## src/rtl/mem_port_arbiter_if.sv

```systemverilog
// Bundle of requester, memory and status signals around the memory-port arbiter.
// master = arbiter view, slave = requesters plus memory.
interface mem_port_arbiter_if #(
    parameter int unsigned AW = 32,
    parameter int unsigned DW = 32
) ();
    logic          m0_req;
    logic          m0_we;
    logic [AW-1:0] m0_addr;
    logic [DW-1:0] m0_wdata;
    logic [DW-1:0] m0_rdata;
    logic          m0_ack;
    logic          m0_err;

    logic          m1_req;
    logic          m1_we;
    logic [AW-1:0] m1_addr;
    logic [DW-1:0] m1_wdata;
    logic [DW-1:0] m1_rdata;
    logic          m1_ack;
    logic          m1_err;

    logic          mem_en;
    logic          mem_we;
    logic [AW-1:0] mem_addr;
    logic [DW-1:0] mem_wdata;
    logic [DW-1:0] mem_rdata;
    logic          mem_ready;

    logic          busy;
    logic          owner;

    modport master (
        input  m0_req, m0_we, m0_addr, m0_wdata,
        output m0_rdata, m0_ack, m0_err,
        input  m1_req, m1_we, m1_addr, m1_wdata,
        output m1_rdata, m1_ack, m1_err,
        output mem_en, mem_we, mem_addr, mem_wdata,
        input  mem_rdata, mem_ready,
        output busy, owner
    );

    modport slave (
        output m0_req, m0_we, m0_addr, m0_wdata,
        input  m0_rdata, m0_ack, m0_err,
        output m1_req, m1_we, m1_addr, m1_wdata,
        input  m1_rdata, m1_ack, m1_err,
        input  mem_en, mem_we, mem_addr, mem_wdata,
        output mem_rdata, mem_ready,
        input  busy, owner
    );
endinterface

```

## src/rtl/mem_port_arbiter.sv

```systemverilog
// Round-robin arbiter sharing one variable-latency memory port between two masters,
// one transfer at a time, with a per-transfer timeout that completes with an error.
module mem_port_arbiter #(
    parameter int unsigned AW      = 32,
    parameter int unsigned DW      = 32,
    parameter int unsigned TIMEOUT = 16
) (
    input  logic                clk,
    input  logic                reset,
    mem_port_arbiter_if.master  bus
);
    localparam int unsigned CW = $clog2(TIMEOUT);

    typedef enum logic [1:0] {StIdle, StBusy, StResp} state_e;

    state_e        state_q, state_d;
    logic          owner_q;
    logic          last_grant_q;
    logic [CW-1:0] cnt_q;
    logic          we_q;
    logic [AW-1:0] addr_q;
    logic [DW-1:0] wdata_q;
    logic [DW-1:0] rdata0_q;
    logic [DW-1:0] rdata1_q;
    logic          err_q;

    logic          grant_valid;
    logic          grant_idx;
    logic          timeout_hit;
    logic          done;
    logic [DW-1:0] resp_data;

    // On a tie the master that did not win last time is served.
    assign grant_valid = bus.m0_req | bus.m1_req;
    assign grant_idx   = (bus.m0_req & bus.m1_req) ? ~last_grant_q : bus.m1_req;
    assign timeout_hit = (cnt_q == CW'(TIMEOUT - 1));
    assign done        = bus.mem_ready | timeout_hit;
    // Writes and timeouts return zero; mem_ready wins on the timeout cycle.
    assign resp_data   = (bus.mem_ready && !we_q) ? bus.mem_rdata : '0;

    always_ff @(posedge clk or negedge reset) begin
        if (!reset) begin
            state_q <= StIdle;
        end else begin
            state_q <= state_d;
        end
    end

    always_comb begin
        state_d = state_q;
        unique case (state_q)
            StIdle:  if (grant_valid) state_d = StBusy;
            StBusy:  if (done) state_d = StResp;
            StResp:  state_d = StIdle;
            default: state_d = StIdle;
        endcase
    end

    always_ff @(posedge clk or negedge reset) begin
        if (!reset) begin
            owner_q      <= 1'b0;
            last_grant_q <= 1'b1;
            cnt_q        <= '0;
            we_q         <= 1'b0;
            addr_q       <= '0;
            wdata_q      <= '0;
            rdata0_q     <= '0;
            rdata1_q     <= '0;
            err_q        <= 1'b0;
        end else begin
            if (state_q == StIdle && grant_valid) begin
                owner_q      <= grant_idx;
                last_grant_q <= grant_idx;
                cnt_q        <= '0;
                we_q         <= grant_idx ? bus.m1_we : bus.m0_we;
                addr_q       <= grant_idx ? bus.m1_addr : bus.m0_addr;
                wdata_q      <= grant_idx ? bus.m1_wdata : bus.m0_wdata;
            end
            if (state_q == StBusy) begin
                if (done) begin
                    err_q <= ~bus.mem_ready;
                    if (owner_q) begin
                        rdata1_q <= resp_data;
                    end else begin
                        rdata0_q <= resp_data;
                    end
                end else begin
                    cnt_q <= cnt_q + CW'(1);
                end
            end
        end
    end

    always_comb begin
        bus.mem_en = 1'b0;
        bus.mem_we = 1'b0;
        bus.busy   = 1'b0;
        bus.m0_ack = 1'b0;
        bus.m1_ack = 1'b0;
        bus.m0_err = 1'b0;
        bus.m1_err = 1'b0;
        unique case (state_q)
            StBusy: begin
                bus.mem_en = 1'b1;
                bus.mem_we = we_q;
                bus.busy   = 1'b1;
            end
            StResp: begin
                bus.busy   = 1'b1;
                bus.m0_ack = ~owner_q;
                bus.m1_ack = owner_q;
                bus.m0_err = ~owner_q & err_q;
                bus.m1_err = owner_q & err_q;
            end
            default: ;
        endcase
    end

    assign bus.mem_addr  = addr_q;
    assign bus.mem_wdata = wdata_q;
    assign bus.m0_rdata  = rdata0_q;
    assign bus.m1_rdata  = rdata1_q;
    assign bus.owner     = owner_q;
endmodule
```

## src/flat_wrapper.sv

```systemverilog
// flat-port wrapper written by rule: the top's interface ports become plain ports
module mem_port_arbiter_flat 
#(
    parameter int unsigned AW      = 32,
    parameter int unsigned DW      = 32,
    parameter int unsigned TIMEOUT = 16
)
  (clk, reset, bus_m0_req, bus_m0_we, bus_m0_addr, bus_m0_wdata, bus_m0_rdata, bus_m0_ack, bus_m0_err, bus_m1_req, bus_m1_we, bus_m1_addr, bus_m1_wdata, bus_m1_rdata, bus_m1_ack, bus_m1_err, bus_mem_en, bus_mem_we, bus_mem_addr, bus_mem_wdata, bus_mem_rdata, bus_mem_ready, bus_busy, bus_owner);
  mem_port_arbiter_if #(.AW(AW), .DW(DW)) bus_i ();
  input  logic clk;
  input  logic reset;
  input wire logic [$bits(bus_i.m0_req)-1:0] bus_m0_req;
  input wire logic [$bits(bus_i.m0_we)-1:0] bus_m0_we;
  input wire logic [$bits(bus_i.m0_addr)-1:0] bus_m0_addr;
  input wire logic [$bits(bus_i.m0_wdata)-1:0] bus_m0_wdata;
  output wire logic [$bits(bus_i.m0_rdata)-1:0] bus_m0_rdata;
  output wire logic [$bits(bus_i.m0_ack)-1:0] bus_m0_ack;
  output wire logic [$bits(bus_i.m0_err)-1:0] bus_m0_err;
  input wire logic [$bits(bus_i.m1_req)-1:0] bus_m1_req;
  input wire logic [$bits(bus_i.m1_we)-1:0] bus_m1_we;
  input wire logic [$bits(bus_i.m1_addr)-1:0] bus_m1_addr;
  input wire logic [$bits(bus_i.m1_wdata)-1:0] bus_m1_wdata;
  output wire logic [$bits(bus_i.m1_rdata)-1:0] bus_m1_rdata;
  output wire logic [$bits(bus_i.m1_ack)-1:0] bus_m1_ack;
  output wire logic [$bits(bus_i.m1_err)-1:0] bus_m1_err;
  output wire logic [$bits(bus_i.mem_en)-1:0] bus_mem_en;
  output wire logic [$bits(bus_i.mem_we)-1:0] bus_mem_we;
  output wire logic [$bits(bus_i.mem_addr)-1:0] bus_mem_addr;
  output wire logic [$bits(bus_i.mem_wdata)-1:0] bus_mem_wdata;
  input wire logic [$bits(bus_i.mem_rdata)-1:0] bus_mem_rdata;
  input wire logic [$bits(bus_i.mem_ready)-1:0] bus_mem_ready;
  output wire logic [$bits(bus_i.busy)-1:0] bus_busy;
  output wire logic [$bits(bus_i.owner)-1:0] bus_owner;
  assign bus_i.m0_req = bus_m0_req;
  assign bus_i.m0_we = bus_m0_we;
  assign bus_i.m0_addr = bus_m0_addr;
  assign bus_i.m0_wdata = bus_m0_wdata;
  assign bus_m0_rdata = bus_i.m0_rdata;
  assign bus_m0_ack = bus_i.m0_ack;
  assign bus_m0_err = bus_i.m0_err;
  assign bus_i.m1_req = bus_m1_req;
  assign bus_i.m1_we = bus_m1_we;
  assign bus_i.m1_addr = bus_m1_addr;
  assign bus_i.m1_wdata = bus_m1_wdata;
  assign bus_m1_rdata = bus_i.m1_rdata;
  assign bus_m1_ack = bus_i.m1_ack;
  assign bus_m1_err = bus_i.m1_err;
  assign bus_mem_en = bus_i.mem_en;
  assign bus_mem_we = bus_i.mem_we;
  assign bus_mem_addr = bus_i.mem_addr;
  assign bus_mem_wdata = bus_i.mem_wdata;
  assign bus_i.mem_rdata = bus_mem_rdata;
  assign bus_i.mem_ready = bus_mem_ready;
  assign bus_busy = bus_i.busy;
  assign bus_owner = bus_i.owner;
  mem_port_arbiter #(.AW(AW), .DW(DW), .TIMEOUT(TIMEOUT)) u_core (.clk(clk), .reset(reset), .bus(bus_i));
endmodule
```

## config.mk

```make
export PLATFORM = sky130hd
export DESIGN_NAME = mem_port_arbiter_flat
export DESIGN_NICKNAME = d
export VERILOG_FILES = /design/src/rtl/mem_port_arbiter_if.sv /design/src/rtl/mem_port_arbiter.sv /design/src/flat_wrapper.sv
export SDC_FILE = /design/constraint.sdc
export NUM_CORES = 1
export LEC_CHECK = 0
export CAP_MARGIN = 15
export CORE_UTILIZATION = 43
export DETAILED_ROUTE_END_ITERATION = 10
export DONT_BUFFER_PORTS = 1
export MAX_ROUTING_LAYER = met4
export SKIP_LAST_GASP = 1
export SLEW_MARGIN = 20
export SYNTH_ARGS = -nofsm -noshare
export SYNTH_HDL_FRONTEND = slang
export SYNTH_SLANG_ARGS = --single-unit
```

## constraint.sdc

```tcl
create_clock -name clk -period 3.05 [get_ports clk]
set_input_delay 0.305 -clock clk [delete_from_list [all_inputs] [get_ports clk]]
set_output_delay 0.305 -clock clk [all_outputs]
set_load 0.01 [all_outputs]
```

**After elaboration in Yosys (flattened, before gate mapping)**

Cells that the tools add are included.

- Reductions and logical operators: 9
- Bitwise gates (word level): 8
- Multiplexer cells: 18
- Eq/ne operators: 5
- $add $sub $neg: 1

Operator list:

| cell | count |
|---|---|
| 2-to-1 mux 32 bit | 3 |
| 2-to-1 mux 4 bit | 3 |
| 2-to-1 mux 1 bit | 9 |
| AND reduction 3 bit | 2 |
| adder 4 x 1 -> 4 bit, second input constant | 1 |
| == test 4 bit, second input constant | 1 |
| 2-to-1 mux 2 bit | 2 |
| != test 2 x 1 -> 1 bit, second input constant | 2 |
| one-hot mux 2 bit (2 select lines) | 1 |
| AND reduction 2 bit | 2 |
| bitwise AND 1 bit | 3 |
| NOT 1 bit | 3 |
| == test 2 x 1 -> 1 bit, second input constant | 1 |
| == test 2 bit, second input constant | 1 |
| logical AND 1 bit | 2 |
| logical NOT 2 bit | 1 |
| OR 1 bit | 2 |
| OR reduction 2 bit | 1 |
| logical NOT 1 bit | 1 |

- Logic and storage cells: 51
- Output and inout port bits: 136
- Flip-flop bits (word level): 138
- Input port bits: 167

**Logic depth before layout (Yosys ltp)**

Gate-level depths: netlist (run 1).

- Word-level depth: 5
- Gate-level depth with buffers: 7
- Mapped depth without buffers: 5

**Least setup slack after synthesis (run 1)**

OpenSTA, ideal clock, no wires.

- Path kind: reg2reg
- Start: register u_core.state_q[1]
- End: register u_core.rdata0_q[10] (netlist: u_core.bus.m0_rdata[10])
- Setup time: 0.125 ns
- Setup slack: 1.201 ns
- Path buffers: 2
- Arrival time: 1.724 ns
- Period minus slack after synthesis: 1.849 ns
- Stages on the path, launching flop included: 8
- Data required time: 2.925 ns
- Cell sequence: dfrtp_1 > inv_1 > ha_1 > clkbuf_2 > inv_2 > nor3_4 > buf_4 > mux2_2

- Cells in the longest elaborated chain, start to end: 2

RTL lines:

| what | RTL line | source |
|---|---|---|
| start, declared | mem_port_arbiter.sv:16 | `state_e state_q, state_d;` |
| start signal, assigned | mem_port_arbiter.sv:43 | `state_q <= StIdle;` |
| start signal, assigned | mem_port_arbiter.sv:45 | `state_q <= state_d;` |
| == test 2 x 1 -> 1 bit | mem_port_arbiter.sv:79 | `if (state_q == StBusy) begin` |
| AND reduction 3 bit (no line) | -- |  |
| end signal, assigned | mem_port_arbiter.sv:85 | `rdata0_q <= resp_data;` |
| end, declared | mem_port_arbiter.sv:23 | `logic [DW-1:0] rdata0_q;` |

Every way passes these cells.
A chain may end at the register's enable or synchronous reset.

**Worst setup path after layout (run 1)**

- Start: register u_core.state_q[1]
- End: register u_core.rdata0_q[23] (netlist: u_core.bus.m0_rdata[23])

The elaborated chain is that of the path after synthesis.

==> results.tsv, run 1 <==
metric	value	unit
post-synthesis share of cell area spent on full adders, half adders and majority gates	0.9990	%
first-pass GRT wire length	20.33	mm
Peak supply drop	0.0004836	V
multiplexer share of the synthesized area	23.88	%
highest cell delay on the worst timing path	0.45	ns
complex-gate fraction of the synthesized area	7.253	%
leakage component of the power	3.247	nW
Startpoint Class	flop	
RSZ-0062 raised after global routing	no	
share of layout cells above drive strength 1	16.73	%
startpoint of the most critical setup path	u_core.state_q[1]$_DFFE_PN0P_	
violations in the final reports	hold timing	
Warnings, synthesis	0	
Area growth syn-to-layout	10.89	%
cell depth of the worst flop-to-flop path	6	
IO Pins	303	
maximum level of the CTS H-tree	4	
IO buf count	0	
fin. max-slew vios	0	
Post-Synthesis Net Count	679	
slew of the pin with the lowest slew margin	0.6773	ns
maximum root-to-sink buffer count	2	
Mapped Area	6262	um2
type of the setup path with the least slack	flop to flop	
clock-pin slew reported for the worst setup and hold paths after clock tree synthesis	0.06	ns
insertion delay to the later sink of the worst-skew pair	0.42	ns
slowest stage cell, crit path	ha_1	
clk_skew	0.006525	ns
total wirelength of the detailed-routed design	13.64	mm
fin nets	675	
count of inserted antenna diode cells	0	
Clock Sink Count	138	
number of endpoints failing setup at the final stage	0	
sum of negative setup slack	0	ns
maximum number of pins on one net before global-route repair	139	
simple logic cell fraction of the synthesized area	9.051	%
commonest register cell after synthesis	dfrtp_1	
Post-synth EDFFs	0	
launching point of the worst reg2reg path	u_core.state_q[1]$_DFFE_PN0P_	
number of violations of the max-capacitance limit	0	
capture point of the worst path	u_core.bus.m0_rdata[23]$_DFFE_PN0P_	
endpoint of the most critical register-to-register path	u_core.bus.m0_rdata[23]$_DFFE_PN0P_	
placed insts	661	
count of routing violations after the opening detailed-route iteration	160	
total power of the final layout	7.496	mW
CTS Hold Bufs	2	
sum of buffers and inverters on the critical path	3	
crit-path max FO	32	
class of the tightest hold or removal check	input pin to async pin	
placed wire-length estimate after detailed placement	9.732	mm
element type at the critical path end	flop	
die width	122.7	um
count of endpoints failing hold in the final timing report	138	
Avg Vias per Cell	5.408	
Peak Freq	0.4418	GHz
Final min period	2.264	ns
synthesized flop and latch total	138	
total grt overflow	0	
Mapped Avg Cell Area	12.35	um2
XOR/XNOR share of the synthesized area	0	%
global router's overall resource usage	18.95	%
Tcrit/Tclk final	74.22	%
drt first pass iters	4	
clock tree from TritonCTS	yes	
crit path DAT	2.56	ns
cell row count	43	
worst-case hold slack	-0.4170	ns
share of async-settable or async-resettable flops after synthesis	100.0	%
Register-to-Register Setup Slack	0.79	ns
Critical Path RT	3.35	ns
TritonCTS Buffers	17	
buffers inserted during post-CTS setup optimization	0	
remaining design rule violation count	0	
library cells used by synthesis	37	
post-CTS resize count	0	
number of cells on the critical path	6	
height of the chip	122.7	um
Worst slew margin	54.73	%
result of the run	finished, violations left	
routed length per instance	19.65	um
count of mapped cells out of synthesis	507	
critical-path cell list	inv_1, ha_1, inv_2, nor3_4, buf_4, mux2_2	
area of the die	15050	um2
initial antenna violation count	0	
Vias	3753	
Root Driver	clkbuf_16	
PD cells	1079	nW/um2
starting density of the core	44.60	%
number of global-route vias before repair	3713	
routability congestion estimate	0.7351	
number of antenna-violating nets in the routed design	0	
core region area	14040	um2
final cell count without fillers	694	
main combinational cell family by area after synthesis	multiplexers	
portion of the post-synthesis area used by sequential elements	55.16	%
gate family responsible for the most delay along the worst path	buffers and inverters	
-- per-stage QoR --
stage	util, %	hold slack [ns]	setup slack, ns	cell area [um2]
floorplan	-	0.009409	1.201	6262
global placement	45.33	0.01205	0.8663	6365
detailed placement	45.33	0.01191	0.7711	6365
CTS	49.26	-0.4420	0.7576	6917
global route	49.45	-0.4407	0.5758	6944
finish	49.45	-0.4170	0.7864	6944
-- flip-flops by register name, summed over array words and instances, names as in the netlist --
signal                count
u_core.bus.m1_rdata      32
u_core.state_q            2
u_core.bus.owner          1
u_core.err_q              1
u_core.bus.m0_rdata      32
u_core.bus.mem_wdata     32
u_core.last_grant_q       1
u_core.we_q               1
u_core.cnt_q              4
u_core.bus.mem_addr      32
-- worst min path at each step --
stage	end	slack [ns]	depth (start not counted)
after detailed placement	u_core.bus.m1_rdata[3]$_DFFE_PN0P_	0.01	0
final	u_core.bus.m1_rdata[3]$_DFFE_PN0P_	-0.42	0
after global placement	u_core.bus.m1_rdata[3]$_DFFE_PN0P_	0.01	0
after floorplan	u_core.bus.m0_rdata[0]$_DFFE_PN0P_	0.009	0
after global routing	u_core.bus.m1_rdata[10]$_DFFE_PN0P_	-0.44	0
after CTS	u_core.bus.m1_rdata[3]$_DFFE_PN0P_	-0.44	0
-- per-layer routing --
metal | global-route usage [%] | up-vias | part of all wire, %
li1 | - | 1748 | -
met1 | 21.73 | 1802 | 40
met2 | 30.72 | 182 | 51
met3 | 5.437 | 21 | 7.5
met4 | 8.460 | 0 | 1.6
met5 | - | - | 0
-- cell families after synthesis --
kind of cell,Yosys count
flops,138
mux,130
simple gates,116
compound gates,83
buf+inv,35
fa+ha+maj,5
-- where the power goes --
part,total (mW),internal (mW),leakage (nW),switching [mW]
clock,1.84,1.11,0.261,0.728
sequential,3.76,2.70,1.77,1.07
combinational,1.90,0.930,1.22,0.968
total,7.50,4.73,3.25,2.76
-- synth_stat cells (all sizes together), types with 2 or more instances --
| library cell | n | area [um2] |
|---|---|---|
| a21oi | 2 | 10.01 |
| a31oi | 2 | 18.77 |
| and2 | 34 | 212.7 |
| and3 | 2 | 17.52 |
| buf | 20 | 171.4 |
| clkbuf | 12 | 46.29 |
| dfrtp | 137 | 3428 |
| ha | 5 | 62.56 |
| inv | 3 | 11.26 |
| mux2 | 65 | 844.6 |
| mux2i | 65 | 650.6 |
| nand2 | 68 | 255.2 |
| nand3 | 3 | 15.01 |
| nor2b | 4 | 25.02 |
| o211ai | 5 | 37.54 |
| o21ai | 68 | 340.3 |
| o31ai | 2 | 15.01 |
-- worst reg2reg max path, cell delays in order (launching register included) --
cell and delay, ns:
dfrtp_1 0.38, inv_1 0.12, ha_1 0.45, inv_2 0.18, nor3_4 0.20, buf_4 0.41
mux2_2 0.41
-- cells in the final DEF, fill, tap and decap left out, types with 2 or more instances in the layout --
cell type and instances:
and2_1 34, a21oi_1 2, clkbuf_1 2, clkbuf_8 4, nand3_1 3, mux2_1 23, ha_1 5, dfrtp_1 137
mux2_4 30, clkinvlp_4 2, o211ai_1 5, inv_1 2, mux2_2 12, nor2b_1 3, buf_4 4, o31ai_1 2
dlygate4sd3_1 2, clkbuf_16 17, buf_12 2, o21ai_1 39, mux2i_1 65, o21ai_0 28, nand2_1 68, clkinv_2 4
-- area by class of cell --
| type | count | area (um2) |
|---|---|---|
| Tap cell | 180 | 225.2 |
| Sequential cell | 138 | 3455 |
| Clock inverter | 7 | 43.79 |
| Fill cell | 1247 | 7098 |
| Timing Repair Buffer | 9 | 117.6 |
| Clock buffer | 23 | 488.0 |
| Inverter | 3 | 11.26 |
| Multi-Input combinational cell | 334 | 2604 |
Note: power is estimated with default switching activity, not from simulation.
==> inputs of run 2 (changes only) <==
--- a/config.mk
+++ b/config.mk
@@ -5,6 +5,7 @@
 export SDC_FILE = /design/constraint.sdc
 export NUM_CORES = 1
 export LEC_CHECK = 0
+export ABC_AREA = 1
 export CAP_MARGIN = 15
 export CORE_UTILIZATION = 43
 export DETAILED_ROUTE_END_ITERATION = 10
==> constraint.sdc (replaced) <==
create_clock -name clk -period 2.3 [get_ports clk]
set_input_delay 0.23 -clock clk [delete_from_list [all_inputs] [get_ports clk]]
set_output_delay 0.23 -clock clk [all_outputs]
set_load 0.01 [all_outputs]
==> run 2 against run 1 <==
Against the previous run: the run still ends with hold timing left; clock power is 27% higher; worst setup slack lost 0.34 ns; combinational power rose by 49%; sequential share of layout area fell by 1.9 points; flip-flop and latch count unchanged; cell count increased by 56%; utilization is 1.9 points lower; largest cell class unchanged.
==> results.tsv, run 2 <==
metric	value	unit	change
Root Driver	clkbuf_16		
maximum root-to-sink buffer count	2		unchanged
critical-path cell list	inv_1, ha_1, buf_4		
worst-case hold slack	-0.4840	ns	-0.06705 ns
clk_skew	0.005408	ns	-0.001117 ns
first-pass GRT wire length	26.93	mm	+32%
element type at the critical path end	primary output		
routability congestion estimate	0.8375		+14%
initial antenna violation count	0		unchanged
slew of the pin with the lowest slew margin	0.9857	ns	+0.3084 ns
cell type with the largest total area after synthesis	dfrtp_1		
synthesized flop and latch total	138		unchanged
class of the tightest hold or removal check	input pin to async pin		
fin util	47.52	%	-1.9 points
count of routing violations after the opening detailed-route iteration	281		+76%
Register-to-Register Setup Slack	0.69	ns	-0.10 ns
fin nets	1056		+56%
total wirelength of the detailed-routed design	16.49	mm	+21%
sum of negative setup slack	0	ns	unchanged
area of the die	16030	um2	+6.5%
violations in the final reports	hold timing		
top cell type's share of synthesized area	51.36	%	-3.4 points
number of global-route vias before repair	5340		+44%
Post-Synthesis Net Count	1079		+59%
maximum number of pins on one net before global-route repair	139		unchanged
starting density of the core	43.91	%	-0.69 points
share of layout cells above drive strength 1	5.140	%	-12 points
library cells used by synthesis	19		-49%
buffers inserted during post-CTS setup optimization	0		unchanged
placed wire-length estimate after detailed placement	11.12	mm	+14%
sum of buffers and inverters on the critical path	2		-1
cell with the most instances after synthesis	nand2_1		
Startpoint Class	flop		
total power of the final layout	10.02	mW	+34%
Vias	5468		+46%
fin. max-slew vios	0		unchanged
post-CTS resize count	0		unchanged
Peak Freq	0.5396	GHz	
clock tree from TritonCTS	yes		
count of mapped cells out of synthesis	907		+79%
commonest register cell after synthesis	dfrtp_1		
count of endpoints failing hold in the final timing report	138		unchanged
Critical Path RT	2.07	ns	-1.28 ns
drt first pass iters	4		unchanged
PD cells	1388	nW/um2	+29%
clock-pin slew reported for the worst setup and hold paths after clock tree synthesis	0.06	ns	about the same
crit-path max FO	34		+6.3%
Tcrit/Tclk final	80.57	%	
highest cell delay on the worst timing path	0.42	ns	-0.03 ns
top cell types by occurrence after synthesis	547 x nand2_1, 137 x dfrtp_1, 44 x inv_1		
core region area	15200	um2	+8.3%
type of the setup path with the least slack	flop to primary output		
Mapped Avg Cell Area	7.360	um2	-40%
maximum level of the CTS H-tree	4		unchanged
Warnings, synthesis	0		unchanged
most frequent standard cell in the layout excluding fill and tap cells	nand2_1		
number of endpoints failing setup at the final stage	0		unchanged
Clock Sink Count	138		unchanged
Avg Vias per Cell	5.049		-6.6%
global router's overall resource usage	22.18	%	+3.2 points
TritonCTS Buffers	17		unchanged
gate family responsible for the most delay along the worst path	buffers and inverters		
result of the run	finished, violations left		
largest cells by area after synthesis	dfrtp_1 51%, nand2_1 31%, nand4_1 3.1%, nand3_1 3.1%, inv_1 2.5%		
commonest non-fill, non-tap cells in the layout	546 x nand2_1, 137 x dfrtp_1, 44 x inv_1		
height of the chip	126.6	um	+3.2%
leakage component of the power	4.218	nW	+30%
total grt overflow	0		unchanged
Post-synth EDFFs	0		unchanged
IO Pins	303		unchanged
placed insts	1051		+59%
portion of the post-synthesis area used by sequential elements	51.75	%	-3.4 points
IO buf count	0		unchanged
Mapped Area	6675	um2	+6.6%
crit path DAT	1.62	ns	-0.94 ns
endpoint of the most critical register-to-register path	u_core.bus.mem_wdata[3]$_DFFE_PN0P_		
number of violations of the max-capacitance limit	0		unchanged
count of inserted antenna diode cells	0		unchanged
die width	126.6	um	+3.2%
slowest stage cell, crit path	buf_4		
number of antenna-violating nets in the routed design	0		unchanged
Area growth syn-to-layout	8.229	%	
RSZ-0062 raised after global routing	no		
remaining design rule violation count	0		unchanged
Peak supply drop	0.0005304	V	+9.7%
share of async-settable or async-resettable flops after synthesis	100.0	%	unchanged
Final min period	1.853	ns	
cell depth of the worst flop-to-flop path	7		+1
Worst slew margin	34.28	%	-20 points
launching point of the worst reg2reg path	u_core.last_grant_q$_DFFE_PN1P_		
CTS Hold Bufs	2		unchanged
routed length per instance	15.22	um	-23%
final cell count without fillers	1083		+56%
cell row count	45		+4.7%
insertion delay to the later sink of the worst-skew pair	0.41	ns	about the same
[run 2: routing by layer]
metal | wire [um] | global-route usage (%) | up-vias
met5 | 0 | - | -
met4 | 481 | 10.13 | 0
met3 | 1202 | 6.833 | 30
met2 | 7908 | 35.78 | 206
met1 | 6892 | 25.34 | 2511
li1 | - | - | 2721
[run 2: cell type report]
cell class	instances	area, um2
multi-input cells	668	2719
clock buffers	21	450.4
clock inverters	9	52.55
well taps	188	235.2
flip-flops and latches	138	3455
fillers	1547	7978
repair buffers	13	140.1
inverters	46	172.7
[run 2: report_power, final]
| group | leakage [nW] | total [mW] | switching, mW | internal [mW] |
|---|---|---|---|---|
| Sequential | 1.78 | 4.85 | 1.34 | 3.51 |
| Combinational | 2.19 | 2.83 | 1.93 | 0.902 |
| Clock | 0.244 | 2.34 | 0.962 | 1.38 |
[run 2: metrics by stage]
step | area, um2 | worst slack, ns
finish | 7224 | 0.4469
global route | 7224 | 0.3618
CTS | 7224 | 0.4138
detailed placement | 6701 | 0.6567
global placement | 6701 | 0.6714
floorplan | 6675 | 0.7380
[run 2: cell families (layout without fill, tap and decap cells)]
kind of cell	Yosys count	in the layout	share of synthesized area [%]
compound gates	2	2	0.3186
xor+xnor	1	1	0.1312
fa+ha+maj	5	5	0.9372
buf+inv	101	89	7.591
flops	138	138	51.75
simple gates	660	660	39.27
[run 2: worst max-delay path by stage]
stage                                          from                                    to  slack [ns]  cells after the start
floorplan             u_core.state_q[1]$_DFFE_PN0P_                            bus_mem_we        0.74                      6
global placement    u_core.last_grant_q$_DFFE_PN1P_  u_core.bus.mem_wdata[11]$_DFFE_PN0P_        0.67                      7
detailed placement  u_core.last_grant_q$_DFFE_PN1P_  u_core.bus.mem_wdata[11]$_DFFE_PN0P_        0.66                      7
CTS                   u_core.state_q[1]$_DFFE_PN0P_                            bus_mem_en        0.41                      3
global route          u_core.state_q[1]$_DFFE_PN0P_                            bus_mem_en        0.36                      3
finish                u_core.state_q[1]$_DFFE_PN0P_                            bus_mem_en        0.45                      3
==> inputs of run 3 (changes only) <==
==> constraint.sdc (replaced) <==
create_clock -name clk -period 1.6 [get_ports clk]
set_input_delay 0.16 -clock clk [delete_from_list [all_inputs] [get_ports clk]]
set_output_delay 0.16 -clock clk [all_outputs]
set_load 0.01 [all_outputs]
==> run 3 against run 2 <==
Against the previous run: the run still ends with hold timing left; clock power grew 73%; cell area increased by 26%; global-route usage up 4.5 points; combinational power up 68%; sequential power is 45% higher; highest routed layer unchanged.
==> results.tsv, run 3 (same netlist as run 2, synthesis figures left out) <==
metric	value	unit	change
die width	126.6	um	unchanged
endpoint of the most critical register-to-register path	u_core.bus.m1_rdata[24]$_DFFE_PN0P_		
PD cells	1735	nW/um2	+25%
IO buf count	0		unchanged
TritonCTS Buffers	17		unchanged
Final min period	1.539	ns	
Vias	6376		+17%
CTS Hold Bufs	161		+159
routability congestion estimate	0.8109		-3.2%
maximum root-to-sink buffer count	2		unchanged
part of the total power dissipated in the clock network	25.5	%	+2.2 points
Peak Freq	0.6497	GHz	
share of layout cells above drive strength 1	6.186	%	+1.0 points
Reg power frac	44.3	%	-4.1 points
Filler Cells Inserted	1262		-18%
switching power	6.511	mW	+54%
fin util	59.96	%	+12 points
insertion delay to the later sink of the worst-skew pair	0.41	ns	about the same
fin nets	1226		+16%
routed length per instance	16.34	um	+7.3%
worst-case hold slack	-0.5589	ns	-0.07490 ns
Startpoint Class	flop		
IO Pins	303		unchanged
cell depth of the worst flop-to-flop path	7		unchanged
count of routing violations after the opening detailed-route iteration	463		+65%
count of endpoints failing hold in the final timing report	138		unchanged
area of the die	16030	um2	unchanged
placed wire-length estimate after detailed placement	11.23	mm	+1.0%
Root Driver	clkbuf_16		
height of the chip	126.6	um	unchanged
total power of the final layout	15.81	mW	+58%
class of the tightest hold or removal check	input pin to async pin		
Peak supply drop	0.0008266	V	+56%
RSZ-0062 raised after global routing	yes		
share of total power consumed by net switching	41.17	%	-1.0 points
Worst slew margin	74.75	%	+40 points
core region area	15200	um2	unchanged
maximum number of pins on one net before global-route repair	139		unchanged
slew of the pin with the lowest slew margin	0.3788	ns	-0.6069 ns
crit path DAT	1.38	ns	-0.24 ns
first-pass GRT wire length	32.63	mm	+21%
Avg Vias per Cell	5.080		+0.62%
crit-path max FO	6		-82%
maximum level of the CTS H-tree	4		unchanged
fin. max-slew vios	0		unchanged
remaining design rule violation count	0		unchanged
type of the setup path with the least slack	flop to primary output		
launching point of the worst reg2reg path	u_core.cnt_q[0]$_DFF_PN0_		
Area growth syn-to-layout	36.55	%	
most frequent standard cell in the layout excluding fill and tap cells	nand2_1		
count of inserted antenna diode cells	0		unchanged
starting density of the core	43.91	%	unchanged
most prevalent standard cell on the critical path	inv_2		
drt first pass iters	5		+1
clock-pin slew reported for the worst setup and hold paths after clock tree synthesis	0.06	ns	about the same
Register-to-Register Setup Slack	0.10	ns	-0.59 ns
internal power contribution	9.303	mW	+61%
element type at the critical path end	primary output		
initial antenna violation count	0		unchanged
sum of buffers and inverters on the critical path	3		+1
result of the run	finished, violations left		
clock tree from TritonCTS	yes		
number of antenna-violating nets in the routed design	0		unchanged
number of global-route vias before repair	6562		+23%
highest cell delay on the worst timing path	0.40	ns	-0.02 ns
part of the total power dissipated in combinational logic	30.1	%	+1.8 points
Clock Sink Count	138		unchanged
Critical Path RT	1.44	ns	-0.63 ns
number of violations of the max-capacitance limit	0		unchanged
leakage component of the power	5.026	nW	+19%
critical-path cell list	inv_2, ha_2, buf_6, nand2_1, inv_2		
commonest non-fill, non-tap cells in the layout	546 x nand2_1, 161 x dlygate4sd3_1, 137 x dfrtp_1		
total grt overflow	0		unchanged
number of endpoints failing setup at the final stage	0		unchanged
total wirelength of the detailed-routed design	20.51	mm	+24%
sum of negative setup slack	0	ns	unchanged
clk_skew	0.01102	ns	+0.005608 ns
cell row count	45		unchanged
global router's overall resource usage	26.71	%	+4.5 points
Tcrit/Tclk final	96.20	%	
violations in the final reports	hold timing		
slowest stage cell, crit path	dfrtp_1		
gate family responsible for the most delay along the worst path	flip-flops		
run 3: cell count changes in the layout (fill, tap and decap cells not counted), sizes merged:
| cell | delta |
|---|---|
| dlygate4sd3 | +159 |
| buf | +10 |
| inv | +4 |
| bufinv | +3 |
| clkinvlp | -2 |
| clkbuf | -1 |
| clkinv | -1 |
run 3: how the worst max path moves through the flow:
stage                             startpoint                                   to  slack, ns  cells after the start
2_1_floorplan  u_core.state_q[1]$_DFFE_PN0P_                           bus_mem_we       0.11                      6
3_5_place_dp   u_core.state_q[1]$_DFFE_PN0P_  u_core.bus.m1_rdata[26]$_DFFE_PN0P_       0.10                      6
6_report       u_core.state_q[1]$_DFFE_PN0P_                           bus_mem_we       0.06                      5
3_3_place_gp   u_core.state_q[1]$_DFFE_PN0P_  u_core.bus.m1_rdata[25]$_DFFE_PN0P_       0.15                      6
4_1_cts        u_core.state_q[1]$_DFFE_PN0P_                           bus_mem_we     -0.002                      5
5_1_grt        u_core.state_q[1]$_DFFE_PN0P_                           bus_mem_we      -0.04                      5
run 3: area by class of cell:
type / count / area [um2] / area share (%)
flip-flops and latches: 138 / 3455 / 37.90
multi-input cells: 668 / 2736 / 30.02
repair buffers: 183 / 1908 / 20.93
clock buffers: 19 / 442.9 / 4.859
well taps: 188 / 235.2 / 2.581
inverters: 46 / 172.7 / 1.894
clock inverters: 13 / 165.2 / 1.812
run 3: per-layer routing:
metal | global-route usage, % | part of all wire, % | vias to the layer above
met5 | - | 0 | -
met1 | 31.27 | 40 | 2878
li1 | - | - | 3064
met2 | 41.57 | 48 | 368
met4 | 15.88 | 3.7 | 0
met3 | 6.875 | 9.2 | 66
run 3: worst register-to-register path: cells and delay by family (launching register included):
kind	cells	cell delay [ns]
adders and majority gates	1	0.23
DFF	1	0.41
buffers and inverters	2	0.33
and+or+nand+nor	4	0.41
run 3: power groups by stage:
stage | Combinational, mW | Clock, mW | Sequential, mW
floorplan | 3.35 | 0 | 6.56
global placement | 4.22 | 0 | 7.05
detailed placement | 4.34 | 0 | 7.01
CTS | 4.68 | 4.14 | 7.00
global route | 5.43 | 4.28 | 7.17
finish | 4.76 | 4.04 | 7.01
run 3: through the flow:
step | hold WS (ns) | cell area, um2 | setup slack (ns) | instances
floorplan | -0.1356 | 6675 | 0.1080 | 907
global placement | -0.1308 | 6817 | 0.1488 | 1058
detailed placement | -0.1307 | 6817 | 0.1019 | 1058
CTS | -0.5784 | 9047 | -0.002182 | 1252
global route | -0.5834 | 9115 | -0.03696 | 1255
finish | -0.5589 | 9115 | 0.06076 | 1255
run 3: timing repair:
item | in CTS | in global routing
endpoints found under the setup margin | 2 | 46
cloned | 1 | 1
gates resized for setup | 4 | 4
endpoints found under the hold margin | 265 | 138
pin swaps | 0 | 1
setup buffers | 0 | 2
